==> src/rtl/fir_ctrl_pkg.sv <==
// Shared types for the FIR sequencing controller: datapath opcodes,
// register-file index map and controller state encoding.
package fir_ctrl_pkg;

    typedef enum logic [2:0] {
        NOP   = 3'd0,
        COPY  = 3'd1,
        LOAD1 = 3'd2,
        LOAD2 = 3'd3,
        ADD   = 3'd4,
        SUB   = 3'd5,
        MUL   = 3'd6
    } op_t;

    // R1 holds the newest sample; coefficients sit directly above the sample line.
    localparam int R_RESULT = 0;
    localparam int R_S1     = 1;
    localparam int R_S2     = 2;
    localparam int R_S3     = 3;
    localparam int R_S4     = 4;
    localparam int R_F0     = 5;
    localparam int R_F1     = 6;
    localparam int R_F2     = 7;
    localparam int R_F3     = 8;
    localparam int R_NEW    = 9;
    localparam int R_TMP    = 10;

    typedef enum logic [4:0] {
        S_IDLE,
        S_STORE,
        S_SH1,
        S_SH2,
        S_SH3,
        S_SH4,
        S_MUL1,
        S_CPY,
        S_MUL2,
        S_SUB1,
        S_MUL3,
        S_ADD1,
        S_MUL4,
        S_SUB2,
        S_EIDLE,
        S_LD_C0,
        S_WT_C1,
        S_LD_C1,
        S_WT_C2,
        S_LD_C2,
        S_WT_C3,
        S_LD_C3
    } state_t;

endpackage

==> src/rtl/fir_sample_controller.sv <==
// Sequencing FSM of the FIR core: turns dr/lc strobes into a register-file
// opcode stream, sample-counter pulses and the busy/error handshake.
module fir_sample_controller
    import fir_ctrl_pkg::*;
#(
    parameter int NUM_TAPS  = 4,
    parameter int REG_IDX_W = 4
) (
    input  logic                 clk,
    input  logic                 n_rst,
    input  logic                 dr,
    input  logic                 lc,
    input  logic                 overflow,
    output logic                 cnt_up,
    output logic                 clear,
    output logic                 modwait,
    output logic [2:0]           op,
    output logic [REG_IDX_W-1:0] src1,
    output logic [REG_IDX_W-1:0] src2,
    output logic [REG_IDX_W-1:0] dest,
    output logic                 err
);

    localparam int LAST_COEF = R_F0 + NUM_TAPS - 1;

    state_t state;
    state_t next_state;
    op_t    op_c;

    function automatic logic [REG_IDX_W-1:0] ridx(input int r);
        return REG_IDX_W'(r);
    endfunction

    // WT states and the two idle states leave the slave free to talk to us.
    function automatic logic is_busy(input state_t s);
        case (s)
            S_IDLE, S_EIDLE, S_WT_C1, S_WT_C2, S_WT_C3: return 1'b0;
            default:                                    return 1'b1;
        endcase
    endfunction

    always_ff @(posedge clk or negedge n_rst) begin
        if (!n_rst) begin
            state   <= S_IDLE;
            modwait <= 1'b0;
        end else begin
            state   <= next_state;
            modwait <= is_busy(next_state);
        end
    end

    always_comb begin
        next_state = state;
        op_c       = NOP;
        src1       = '0;
        src2       = '0;
        dest       = '0;
        cnt_up     = 1'b0;
        clear      = 1'b0;
        err        = 1'b0;
        case (state)
            S_IDLE, S_EIDLE: begin
                err = (state == S_EIDLE);
                if (dr)      next_state = S_STORE;
                else if (lc) next_state = S_LD_C0;
            end
            S_STORE: begin
                op_c       = LOAD1;
                dest       = ridx(R_NEW);
                next_state = dr ? S_SH1 : S_EIDLE;
            end
            S_SH1: begin
                op_c = COPY; src1 = ridx(R_S3); dest = ridx(R_S4);
                cnt_up     = 1'b1;
                next_state = S_SH2;
            end
            S_SH2: begin
                op_c = COPY; src1 = ridx(R_S2); dest = ridx(R_S3);
                next_state = S_SH3;
            end
            S_SH3: begin
                op_c = COPY; src1 = ridx(R_S1); dest = ridx(R_S2);
                next_state = S_SH4;
            end
            S_SH4: begin
                op_c = COPY; src1 = ridx(R_NEW); dest = ridx(R_S1);
                next_state = S_MUL1;
            end
            S_MUL1: begin
                op_c = MUL; src1 = ridx(R_S1); src2 = ridx(R_F0); dest = ridx(R_TMP);
                next_state = S_CPY;
            end
            S_CPY: begin
                op_c = COPY; src1 = ridx(R_TMP); dest = ridx(R_RESULT);
                next_state = S_MUL2;
            end
            S_MUL2: begin
                op_c = MUL; src1 = ridx(R_S2); src2 = ridx(R_F1); dest = ridx(R_TMP);
                next_state = S_SUB1;
            end
            S_SUB1: begin
                op_c = SUB; src1 = ridx(R_RESULT); src2 = ridx(R_TMP); dest = ridx(R_RESULT);
                next_state = overflow ? S_EIDLE : S_MUL3;
            end
            S_MUL3: begin
                op_c = MUL; src1 = ridx(R_S3); src2 = ridx(R_F2); dest = ridx(R_TMP);
                next_state = S_ADD1;
            end
            S_ADD1: begin
                op_c = ADD; src1 = ridx(R_RESULT); src2 = ridx(R_TMP); dest = ridx(R_RESULT);
                next_state = overflow ? S_EIDLE : S_MUL4;
            end
            S_MUL4: begin
                op_c = MUL; src1 = ridx(R_S4); src2 = ridx(R_F3); dest = ridx(R_TMP);
                next_state = S_SUB2;
            end
            S_SUB2: begin
                op_c = SUB; src1 = ridx(R_RESULT); src2 = ridx(R_TMP); dest = ridx(R_RESULT);
                next_state = overflow ? S_EIDLE : S_IDLE;
            end
            // Coefficient reload restarts the sample count from zero.
            S_LD_C0: begin
                op_c = LOAD2; dest = ridx(R_F0); clear = 1'b1;
                next_state = S_WT_C1;
            end
            S_WT_C1: if (lc) next_state = S_LD_C1;
            S_LD_C1: begin
                op_c = LOAD2; dest = ridx(R_F1);
                next_state = S_WT_C2;
            end
            S_WT_C2: if (lc) next_state = S_LD_C2;
            S_LD_C2: begin
                op_c = LOAD2; dest = ridx(R_F2);
                next_state = S_WT_C3;
            end
            S_WT_C3: if (lc) next_state = S_LD_C3;
            S_LD_C3: begin
                op_c = LOAD2; dest = ridx(LAST_COEF);
                next_state = S_IDLE;
            end
            default: next_state = S_IDLE;
        endcase
    end

    assign op = op_c;

endmodule

==> config.mk <==
export PLATFORM = sky130hd
export DESIGN_NAME = fir_sample_controller
export DESIGN_NICKNAME = d
export VERILOG_FILES = /design/src/rtl/fir_ctrl_pkg.sv /design/src/rtl/fir_sample_controller.sv
export SDC_FILE = /design/constraint.sdc
export NUM_CORES = 1
export LEC_CHECK = 0
export CAP_MARGIN = 20
export CORE_UTILIZATION = 47
export DETAILED_ROUTE_END_ITERATION = 6
export PLACE_DENSITY_LB_ADDON = 0.08
export SYNTH_ARGS = -nofsm -noshare
export SYNTH_HDL_FRONTEND = slang
export SYNTH_SLANG_ARGS = --single-unit
==> constraint.sdc <==
create_clock -name clk -period 1.9 [get_ports clk]
set_input_delay 0.57 -clock clk [delete_from_list [all_inputs] [get_ports clk]]
set_output_delay 0.57 -clock clk [all_outputs]
set_load 0.02 [all_outputs]
==> reports/metrics.csv, run 1 <==
stage;metric;value;unit
placed_design;place_area;1284;um2
yosys;synth_fp_nets;126;
placed_design;placed_cells;181;
yosys;synth.distinct_cells;45;
run_status;error;[ERROR DPL-0038] Utilization greater than 100%, impossible to legalize;
placed_design;port_buffers;23;
yosys;syn_inst;121;
floorplanning;die_height;43.98;um
global_routing;grt_max_degree;18;
floorplanning;initial_utilization;0.5254;
yosys;yosys_warnings;0;
run_status;outcome;did not finish;
placed_design;hpwl;2198;um
yosys;syn_avg_cell_area;6.845;um2
yosys;netlist_area;828.3;um2
yosys;synth_edf_count;0;
yosys;ys_top_cells_by_area;dfrtp_1 (18%), a21oi_1 (7.9%), nand2_1 (5.4%);
yosys;synth_async_sr_flop_share;1.000;
yosys;synth-seq-cells;6;
placed_design;pre_cts_ws;-416.9;ps
clock_network;cts_buffers;3;
yosys;synth_flop_cell;dfrtp_1;
sta;crit_endpoint;dest[3];
clock_network;root_buffer;clkbuf_4;
yosys;synth-seq-area-share;0.1813;
placed_design;gp_congestion;0.9274;
clock_network;holdBufCountCts;0;
clock_network;cts_buffer_depth;2;
yosys;synth.top_cell.area_share;0.1813;
clock_network;cts_htree_levels;1;
floorplanning;die_x;43.98;um
floorplanning;boundaryPins;24;
run_status;lastStage;5_1_grt;
sta;worst-ep-kind;top-level output;
floorplanning;row_count;14;
clock_network;cts_num_sinks;6;
yosys;synth.largest_area_cell;dfrtp_1;
==> logic make-up after synthesis <==
family,Yosys count,synth area share
buffers and inverters,18,0.1178
adder cells (fa/ha/maj),1,0.01359
AND/OR/NAND/NOR,56,0.3777
flip-flops,6,0.1813
AO/OA/AOI/OAI,40,0.3097
==> metrics by stage <==
step                      utilization  hold slack [ps]
after floorplan                     -            274.4
after global placement         0.8143            693.4
after detailed placement       0.8143            709.0
after CTS                      0.9500            561.5
==> synthesized netlist by cell type, drive strengths merged (2+ instances only) <==
cell type and n:
o32ai 2, or3b 3, buf 11, or3 2, inv 6, nor3 9
nor4b 2, o2111a 2, nand2 12, nor2 12, nand3 3, o21ai 11
a211oi 3, and3 4, dfrtp 6, a21oi 13
==> timing repair <==
action                                  CTS
pin swaps                                14
setup buffers                             7
endpoints found under the hold margin     0
endpoints found under the setup margin   19
gates resized for setup                 125
gates cloned                              1
==> inputs of run 2 (changes only) <==
CORE_AREA = 2 2 63 65   (was not set)
CORE_UTILIZATION = not set   (was 47)
DIE_AREA = 0 0 65 67   (was not set)
PLACE_DENSITY_LB_ADDON = 0.15   (was 0.08)
==> run 2 against run 1 <==
Effect of this change: the flow now finishes, with violations (negative setup slack); area after synthesis is the same; synthesized cell count is the same.
==> reports/metrics.csv, run 2 <==
stage;metric;value;unit;change
global_routing;grt_antenna_before_repair;0;;
clock_network;root_buffer;clkbuf_8;;
worst_setup_path;slowest_delay;430;ps;
worst_hold_path;hold_path_class;primary input to async pin;;
worst_setup_path;r2r_setup_slack;-30;ps;
yosys;synth-seq-area-share;0.1813;;unchanged
floorplanning;boundaryPins;24;;unchanged
worst_setup_path;worstPathCellList;buf_4 > buf_6 > nand2_1 > or3_4 > inv_2 > a21o_1 > buf_4;;
detailed_routing;antenna_left;0;;
worst_setup_path;required;1330;ps;
cells_and_area;final_cells;233;;
yosys;yosys_warnings;0;;unchanged
cells_and_area;fin_nets;192;;
floorplanning;die_x;65;um;+48%
sta;setup_violations;17;;
worst_setup_path;r2r-end;modwait$_DFF_PN0_;;
worst_setup_path;worst-path-buf-inv;4;;
placed_design;gp_congestion;0.8696;;-6.2%
global_routing;overflow;0;;
sta;tightest_slew;339.3;ps;
run_status;outcome;complete, but fails checks;;
sta;final.setup.worst_slack;-210.9;ps;
floorplanning;initial_utilization;0.2297;;-0.2957
clock_network;cts_tree;built;;
cells_and_area;final_common_cell;buf_4;;
worst_setup_path;regToRegStartpoint;state[2]$_DFF_PN0_;;
sta;rsz0062_at_grt;true;;
placed_design;placed_cells;216;;+19%
sta;hold_violations;0;;
worst_setup_path;crit_path_start_kind;flip-flop;;
worst_setup_path;cp_common_cell;buf_4;;
yosys;synth-seq-cells;6;;unchanged
clock_network;cts_buffer_depth;2;;unchanged
detailed_routing;drt-initial-drc-count;30;;
floorplanning;core_region_area;3606;um2;
run;cap_violations;0;;
run_status;violations;negative setup slack;;
sta;slew_headroom;0.7721;;
yosys;syn_avg_cell_area;6.845;um2;unchanged
placed_design;hpwl;2407;um;+9.5%
global_routing;grt_max_degree;12;;
cells_and_area;largest_register_ffs;5;;
detailed_routing;drtPass1Iterations;4;;
yosys;synth_fp_nets;126;;unchanged
yosys;synth.top_cell.area_share;0.1813;;unchanged
global_routing;grt_pass1_wl;5492;um;
detailed_routing;vias;1141;;
placed_design;port_buffers;23;;unchanged
global_routing;grtUsageTotal;0.1639;;
yosys;synth_edf_count;0;;unchanged
floorplanning;row_count;22;;+8
worst_setup_path;path_max_fanout;4;;
yosys;synth.largest_area_cell;dfrtp_1;;
worst_setup_path;cp.arrival;1540;ps;
placed_design;place_area;1346;um2;+4.9%
sta;fin_worst_skew;1.372;ps;
yosys;synthTopCellsByCount;a21oi_1 (13), nand2_1 (12), nor2_1 (11);;
yosys;synth_async_sr_flop_share;1.000;;unchanged
floorplanning;dieArea;4355;um2;
yosys;synth_flop_cell;dfrtp_1;;
sta;timing.final.crit_period;2111;ps;
sta;fmax;0.4737;GHz;
detailed_routing;wl;3398;um;
yosys;syn_inst;121;;unchanged
detailed_routing;remaining_drc_errors;0;;
worst_setup_path;critPathTopFamily;flip-flops;;
sta;slew_viol_final;0;;
worst_setup_path;critPathKind;flip-flop to output port;;
detailed_routing;wl_per_cell;14.58;um;
cells_and_area;syn2layout_area_growth;105.4;%;
clock_network;cts_htree_levels;1;;unchanged
detailed_routing;vias_per_cell;4.897;;
clock_network;worstSkewPairLatency;220;ps;
yosys;synth.distinct_cells;45;;unchanged
clock_network;cts_buffers;3;;unchanged
yosys;ys_top_cells_by_area;dfrtp_1 (18%), a21oi_1 (7.9%), nand2_1 (5.4%);;
cells_and_area;utilization;0.4719;;
clock_network;clk_pin_slew;40;ps;
cells_and_area;drive_above_1_share;0.6162;;
clock_network;cts_num_sinks;6;;unchanged
cells_and_area;mostFrequentLayoutCells;buf_4 (47), buf_6 (16), nand2_1 (10), a21oi_1 (9), o21ai_1 (7);;
floorplanning;die_height;67;um;+52%
worst_setup_path;worstSetupEndpointType;output port;;
global_routing;grt_pass1_vias;1103;;
cells_and_area;max_flop_register;state;;
worst_setup_path;reg2regPathDepth;8;;
worst_setup_path;cpMaxStageDelayCell;dfrtp_2;;
yosys;yosysMostFrequentCell;a21oi_1;;
sta;fin_crit_sh;1.111;;
cells_and_area;num_antenna_cells;0;;
cells_and_area;reg.largest.list;state x5, modwait x1;;
cells_and_area;fin_area;1702;um2;
yosys;netlist_area;828.3;um2;unchanged
==> run 2: area by class of cell <==
type	count	area [um2]
Inverter	6	30.03
Fill cell	365	1904
Sequential cell	6	152.6
Tap cell	48	60.06
Clock buffer	3	41.29
Multi-Input combinational cell	97	744.5
Timing Repair Buffer	73	673.1
==> run 2: timing repair <==
action | in CTS | in global routing
pin swaps | 10 | 14
setup buffers | 3 | 10
gates resized for setup | 128 | 26
gates cloned | 1 | 0
hold buffers | 0 | 0
hold endpoints to repair | 0 | 0
setup endpoints to repair | 20 | 20
==> run 2: worst max path at each step <==
stage                             from  endpoint  slack (ps)  cells after the start
finish              state[1]$_DFF_PN0_   dest[2]        -210                      7
global placement    state[3]$_DFF_PN0_   dest[2]        -410                      5
detailed placement  state[1]$_DFF_PN0_   dest[2]        -400                      6
global route        state[1]$_DFF_PN0_   dest[2]        -280                      7
CTS                 state[1]$_DFF_PN0_     op[1]        -210                      5
floorplan           state[3]$_DFF_PN0_     op[0]        -180                      4
==> run 2: kinds of logic after synthesis <==
group | Yosys count | share of synthesized area
adder cells (fa/ha/maj) | 1 | 0.01359
buffers and inverters | 18 | 0.1178
flip-flops | 6 | 0.1813
AO/OA/AOI/OAI | 40 | 0.3097
AND/OR/NAND/NOR | 56 | 0.3777
==> run 2: through the flow <==
step / setup slack (ps) / TNS [ps] / hold WS (ps)
2_1_floorplan: -175.1 / -609.9 / 274.4
5_1_grt: -282.8 / -3195 / 612.9
4_1_cts: -208.2 / -1563 / 594.3
3_5_place_dp: -397.7 / -6447 / 710.2
6_report: -210.9 / -1916 / 595.6
3_3_place_gp: -414.5 / -6447 / 716.7
==> run 2: worst reg2reg max path, stage by stage, from the launching register on <==
cell	delay, ps
dfrtp_1	410
buf_6	170
buf_6	120
buf_6	110
maj3_2	280
a211o_1	320
and3_4	170
o211ai_2	140
o21ai_1	80
==> run 2: layer usage <==
| layer | global-route usage | part of all wire | vias to the layer above |
|---|---|---|---|
| met3 | 0.02534 | 0.028 | 2 |
| met2 | 0.2887 | 0.52 | 21 |
| met1 | 0.2061 | 0.44 | 541 |
| met4 | 0.04521 | 0.0062 | 0 |
| met5 | 0 | 0 | - |
| li1 | - | - | 577 |
Power of run 2 is left out: the tool's default activity adds up to more than one toggle a clock period on the data nets, which glitch-free logic cannot reach.
